**config.mk**
```make
export PLATFORM = sky130hd
export DESIGN_NAME = display_scan_ctrl_flat
export DESIGN_NICKNAME = d
export VERILOG_FILES = /design/src/rtl/disp_pkg.sv /design/src/rtl/display_scan_ctrl_if.sv /design/src/rtl/bcd_to_7seg.sv /design/src/rtl/display_scan_ctrl.sv /design/src/flat_wrapper.sv
export SDC_FILE = /design/constraint.sdc
export NUM_CORES = 1
export LEC_CHECK = 0
export CORE_MARGIN = 5
export CORE_UTILIZATION = 60
export CTS_BUF_LIST = sky130_fd_sc_hd__clkbuf_16
export DETAILED_ROUTE_END_ITERATION = 12
export GPL_TIMING_DRIVEN = 0
export HOLD_SLACK_MARGIN = 0.02
export PLACE_DENSITY_LB_ADDON = 0.3
export SLEW_MARGIN = 15
export SYNTH_ARGS = -nofsm -noshare
export SYNTH_HDL_FRONTEND = slang
export SYNTH_SLANG_ARGS = --single-unit
```
**constraint.sdc**
```tcl
create_clock -name clk -period 3.6 [get_ports clk]
set_input_delay 0.72 -clock clk [delete_from_list [all_inputs] [get_ports clk]]
set_output_delay 0.72 -clock clk [all_outputs]
set_load 0.02 [all_outputs]
```
**src/rtl/disp_pkg.sv**
```systemverilog
// disp_pkg: scan FSM states and seven-segment patterns shared by the display scan controller.
package disp_pkg;
  typedef enum logic [1:0] {OFF, DRIVE, BLANK} scan_state_t;
  localparam logic [6:0] SEG_BLANK = 7'h00;
  localparam logic [6:0] SEG_0 = 7'h3F;
  localparam logic [6:0] SEG_1 = 7'h06;
  localparam logic [6:0] SEG_2 = 7'h5B;
  localparam logic [6:0] SEG_3 = 7'h4F;
  localparam logic [6:0] SEG_4 = 7'h66;
  localparam logic [6:0] SEG_5 = 7'h6D;
  localparam logic [6:0] SEG_6 = 7'h7D;
  localparam logic [6:0] SEG_7 = 7'h07;
  localparam logic [6:0] SEG_8 = 7'h7F;
  localparam logic [6:0] SEG_9 = 7'h6F;
  // Codes 10-15 are not BCD and show nothing.
  localparam logic [6:0] SEG_LUT [16] = '{SEG_0, SEG_1, SEG_2, SEG_3, SEG_4, SEG_5, SEG_6, SEG_7,
                                          SEG_8, SEG_9, SEG_BLANK, SEG_BLANK, SEG_BLANK, SEG_BLANK,
                                          SEG_BLANK, SEG_BLANK};
endpackage

```
**src/rtl/display_scan_ctrl_if.sv**
```systemverilog
// display_scan_ctrl_if: digit-register write bus of the display scan controller.
interface display_scan_ctrl_if;
  logic       wr_en;
  logic [2:0] wr_addr;
  logic [3:0] wr_data;
  modport master (output wr_en, wr_addr, wr_data);
  modport slave (input wr_en, wr_addr, wr_data);
endinterface

```
**src/rtl/bcd_to_7seg.sv**
```systemverilog
// bcd_to_7seg: combinational BCD to active-high seven-segment decoder.
module bcd_to_7seg
  import disp_pkg::*;
(
  input  logic [3:0] bcd,
  output logic [6:0] seg
);
  always_comb seg = SEG_LUT[bcd];
endmodule

```
**src/rtl/display_scan_ctrl.sv**
```systemverilog
// display_scan_ctrl: multiplexed seven-segment scanner with per-digit dwell, anti-ghost blank and leading-zero blanking.
module display_scan_ctrl
  import disp_pkg::*;
#(
  parameter int N_DIGITS     = 3,
  parameter int DWELL_CYCLES = 1000,
  parameter int BLANK_CYCLES = 16
) (
  input  logic                clk,
  input  logic                rst,
  input  logic                enable,
  input  logic                lzb,
  display_scan_ctrl_if.slave  wr,
  output logic [6:0]          seg_out,
  output logic [N_DIGITS-1:0] digit_sel,
  output logic                frame_tick
);
  localparam int IW   = N_DIGITS > 1 ? $clog2(N_DIGITS) : 1;
  localparam int CMAX = DWELL_CYCLES > BLANK_CYCLES ? DWELL_CYCLES : BLANK_CYCLES;
  localparam int CW   = $clog2(CMAX + 1);
  scan_state_t         state;
  logic [IW-1:0]       idx, ld_idx;
  logic [CW-1:0]       cnt;
  logic [3:0]          digs [N_DIGITS];
  logic [N_DIGITS-1:0] hz;
  logic [6:0]          dec_seg, ld_seg;
  logic                last_idx;
  // ld_idx is the digit the next DRIVE entry will show; its pattern is captured into seg_out then.
  always_comb begin
    last_idx = idx == IW'(N_DIGITS - 1);
    ld_idx = (state == OFF || last_idx) ? '0 : idx + 1'b1;
    hz = '1;
    for (int k = 0; k < N_DIGITS; k++)
      for (int j = 0; j < N_DIGITS; j++)
        if (j >= k && digs[j] != 4'd0) hz[k] = 1'b0;
    ld_seg = (lzb && ld_idx != '0 && hz[ld_idx]) ? SEG_BLANK : dec_seg;
  end
  bcd_to_7seg u_dec (
    .bcd(digs[ld_idx]),
    .seg(dec_seg)
  );
  always_ff @(posedge clk or posedge rst) begin
    if (rst) begin
      state      <= OFF;
      idx        <= '0;
      cnt        <= '0;
      seg_out    <= SEG_BLANK;
      digit_sel  <= '0;
      frame_tick <= 1'b0;
      for (int i = 0; i < N_DIGITS; i++) digs[i] <= 4'd0;
    end else begin
      for (int i = 0; i < N_DIGITS; i++)
        if (wr.wr_en && wr.wr_addr == 3'(i)) digs[i] <= wr.wr_data;
      frame_tick <= 1'b0;
      if (!enable) begin
        state     <= OFF;
        idx       <= '0;
        cnt       <= '0;
        seg_out   <= SEG_BLANK;
        digit_sel <= '0;
      end else begin
        case (state)
          DRIVE:
            if (cnt == CW'(DWELL_CYCLES - 1)) begin
              state      <= BLANK;
              cnt        <= '0;
              seg_out    <= SEG_BLANK;
              digit_sel  <= '0;
              frame_tick <= BLANK_CYCLES == 1 && last_idx;
            end else cnt <= cnt + 1'b1;
          BLANK:
            if (cnt == CW'(BLANK_CYCLES - 1)) begin
              state     <= DRIVE;
              idx       <= ld_idx;
              cnt       <= '0;
              seg_out   <= ld_seg;
              digit_sel <= N_DIGITS'(1) << ld_idx;
            end else begin
              cnt        <= cnt + 1'b1;
              frame_tick <= cnt == CW'(BLANK_CYCLES - 2) && last_idx;
            end
          default: begin
            state     <= DRIVE;
            idx       <= ld_idx;
            cnt       <= '0;
            seg_out   <= ld_seg;
            digit_sel <= N_DIGITS'(1) << ld_idx;
          end
        endcase
      end
    end
  end
endmodule

```
**src/flat_wrapper.sv**
```systemverilog
// flat-port wrapper written by rule: the top's interface ports become plain ports
module display_scan_ctrl_flat import disp_pkg::*;
#(
  parameter int N_DIGITS     = 3,
  parameter int DWELL_CYCLES = 1000,
  parameter int BLANK_CYCLES = 16
)
  (clk, rst, enable, lzb, seg_out, digit_sel, frame_tick, wr_wr_en, wr_wr_addr, wr_wr_data);
  display_scan_ctrl_if wr_i ();
  input  logic clk;
  input  logic rst;
  input  logic enable;
  input  logic lzb;
  output logic [6:0] seg_out;
  output logic [N_DIGITS-1:0] digit_sel;
  output logic frame_tick;
  input wire logic [$bits(wr_i.wr_en)-1:0] wr_wr_en;
  input wire logic [$bits(wr_i.wr_addr)-1:0] wr_wr_addr;
  input wire logic [$bits(wr_i.wr_data)-1:0] wr_wr_data;
  assign wr_i.wr_en = wr_wr_en;
  assign wr_i.wr_addr = wr_wr_addr;
  assign wr_i.wr_data = wr_wr_data;
  display_scan_ctrl #(.N_DIGITS(N_DIGITS), .DWELL_CYCLES(DWELL_CYCLES), .BLANK_CYCLES(BLANK_CYCLES)) u_core (.clk(clk), .rst(rst), .enable(enable), .lzb(lzb), .wr(wr_i), .seg_out(seg_out), .digit_sel(digit_sel), .frame_tick(frame_tick));
endmodule
```
==> reports/results.ini <==
[synthesis]
synth_edf_count = 0
synth_cell_types = 48
synth-simple-area-share_pct = 17.9
ys.flop_type = dfrtp_1
synth_fp_nets = 215
syn_inst = 192
synthMuxAreaShare_pct = 7.70
synthAdderAreaFrac_pct = 6.83
synth-compound-area-share_pct = 15.0
seq_area_frac_synth_pct = 45.9
ys_ff_latch = 37
synth-xor-area-share_pct = 3.48
synth_top_family_by_area = simple AND/OR/NAND/NOR gates
syn_avg_cell_area_um2 = 10.5
syn-cell-area_um2 = 2020
synth_warnings = 0
ys_async_sr_fraction_pct = 100

[timing]
tightest_slew_ns = 0.727
setup_viol = 0
period_minus_slack_ns = 2.78
rsz0062_at_grt = no
max_freq_mhz = 360
skew_ns = 0.00229
hold_violations = 0
slew_violations = 0
slew_headroom_pct = 51.5
timing.setup.tns_ns = 0
hold_slack_ns = 0.486
period_share_pct = 77.3

[global_routing]
antenna_found_initial = 0
grt_pass1_vias = 1585
overflow = 0
grt_max_degree = 38
grt_pass1_wl_mm = 7.23
grt_usage_pct = 21.1

[floorplanning]
fp-row-count = 21
ioPinCount = 23
core-area_um2 = 3280
die-area_um2 = 4620
die_w_um = 68.0
initial_core_util_pct = 61.4
die_h_um = 68.0

[pwr]
finalPower_mw = 1.33
p_clk_share_pct = 35.5
internal-power_mw = 0.954
leakagePower_nw = 1.06
ir_drop_mv = 0.372
cellPowerDensity_nw_per_um2 = 546
switching_share_pct = 28.5
seqPwrFrac_pct = 38.7
combPwrFrac_pct = 25.8
p_switching_mw = 0.380

[min_path]
hp-class = flop to flop
min_to = u_core.seg_out[0]
worstHoldPathCells = 2
worstHoldStart = u_core.seg_out[0]

[worst_setup_path]
slowest_stage = dfrtp_1
critPathRequiredTime_ns = 3.80
startpoint_type = flop
r2r-start = u_core.idx[0]
r2r-end = u_core.seg_out[6]
crit_path_end_kind = flop
critical-path-max-stage-delay_ns = 0.41
crit_type = flop to flop
reg2reg_depth = 12
crit_arrival_ns = 2.98
critPathBufInv = 4
crit_cells = 12
ff2ff_setup_slack_ns = 0.82
critPathTopFamily = compound AO/OA/AOI/OAI gates
crit_path_max_fanout = 10
crit_chain = buf_2, inv_1, ha_1, buf_2, nor2b_1, a22oi_1, a2bb2oi_1, inv_1, ha_1, a21boi_0, o21a_1, o21ai_1

[layout]
syn_to_final_growth_pct = 21.4
n_antenna_cell = 0
fillers = 228
mostFrequentLayoutCells = 37 x dfrtp_1, 21 x clkdlybuf4s50_1, 19 x nor2_1
layout_commonest_cell = dfrtp_1
final_layout_size_suffix_gt1_share_pct = 12.2
fin_util_pct = 74.5
nets = 243

[detailed_routing]
dr_wl_met2_mm = 2.11
drt-initial-drc-count = 144
met3WireLength_um = 303
dr.pass1.iters = 4
drc = 0
routedLengthMet1_mm = 1.79
vias = 1584
routedWlPerCell_um = 15.9
top_layer = met4
ant_nets = 0
viasPerCell = 5.93
routed_wl_mm = 4.26

[cts]
cts.sinks = 37
cts_buffer_depth = 2
path_clk_slew_ns = 0.05
root_buffer = clkbuf_16
cts_made_buffers = 5
cts_setup_buffers = 0
clkLatencyLatePin_ns = 0.27
cts_tree = built
cts_hold_buf = 0
cts-resized-gates = 0
htree_num_levels = 2

[place]
gp_congestion = 0.918
portBuffers = 21
hpwlAfterDp_mm = 3.17

[status]
status = completed

[flow_run]
drv_cap = 0

cell usage after synthesis, drive strengths merged, types with 5 or more instances:
| library cell | instances | area [um2] |
|---|---|---|
| and3 | 6 | 37.5 |
| dfrtp | 37 | 926 |
| ha | 11 | 138 |
| inv | 9 | 33.8 |
| mux2 | 12 | 135 |
| nand2 | 12 | 45.0 |
| nand3 | 5 | 25.0 |
| nor2 | 20 | 82.6 |
| o21ai | 12 | 60.1 |
| xnor2 | 6 | 52.6 |
cell families after synthesis:
family,Yosys count
AO/OA/AOI/OAI,40
XOR/XNOR,8
flip-flops,37
AND/OR/NAND/NOR,68
adder cells (fa/ha/maj),11
multiplexers,14
buffers and inverters,14
final cells by class:
type,count,area (um2),share of cell area (%)
clock buffers,5,125,5.12
well taps,46,57.6,2.35
repair buffers,21,210,8.59
clock inverters,3,37.5,1.53
multi-input cells,141,1030,41.9
inverters,9,33.8,1.38
flip-flops and latches,37,926,37.9
plain buffers,5,30.0,1.23
worst max-delay path by stage:
| stage | start | endpoint | slack, ns |
|---|---|---|---|
| 6_report | u_core.idx[0] | u_core.seg_out[6] | 0.82 |
| 5_1_grt | u_core.idx[0] | u_core.seg_out[6] | 0.66 |
| 4_1_cts | u_core.idx[0] | u_core.seg_out[6] | 0.84 |
| 3_5_place_dp | u_core.idx[0] | u_core.seg_out[6] | 0.89 |
| 3_3_place_gp | u_core.idx[0] | u_core.seg_out[6] | 0.98 |
| 2_1_floorplan | u_core.idx[0] | u_core.seg_out[6] | 1.22 |
registers in the layout (all words and copies together) (netlist names):
register	flops
u_core.cnt	10
u_core.digit_sel	3
u_core.digs	12
u_core.frame_tick	1
u_core.idx	2
u_core.seg_out	7
u_core.state	2
power groups by stage:
stage / logic [mW] / clock network [mW] / registers (mW)
after detailed placement: 0.339 / 0 / 0.524
after CTS: 0.343 / 0.481 / 0.516
after floorplan: 0.206 / 0 / 0.539
after global routing: 0.375 / 0.495 / 0.523
after global placement: 0.325 / 0 / 0.518
final: 0.344 / 0.474 / 0.516
per-layer routing:
layer,vias up,track usage [%]
li1,745,-
met1,760,25.3
met2,72,35.4
met3,7,6.40
met4,0,8.19
met5,-,0
through the flow:
stage	setup WS [ns]	cell area, um2	std cells
detailed placement	0.895	2280	259
finish	0.819	2450	267
global placement	0.979	2280	259
global route	0.661	2450	267
floorplan	1.22	2020	192
CTS	0.836	2450	267
worst reg2reg max path: stages (launching register included):
cell and delay [ns]:
dfrtp_1 0.41, buf_2 0.23, inv_1 0.06, ha_1 0.28, buf_2 0.18, nor2b_1 0.19, a22oi_1 0.15, a2bb2oi_1 0.40
inv_1 0.13, ha_1 0.22, a21boi_0 0.13, o21a_1 0.21, o21ai_1 0.12
No activity file was read; power rests on OpenSTA's default activity.
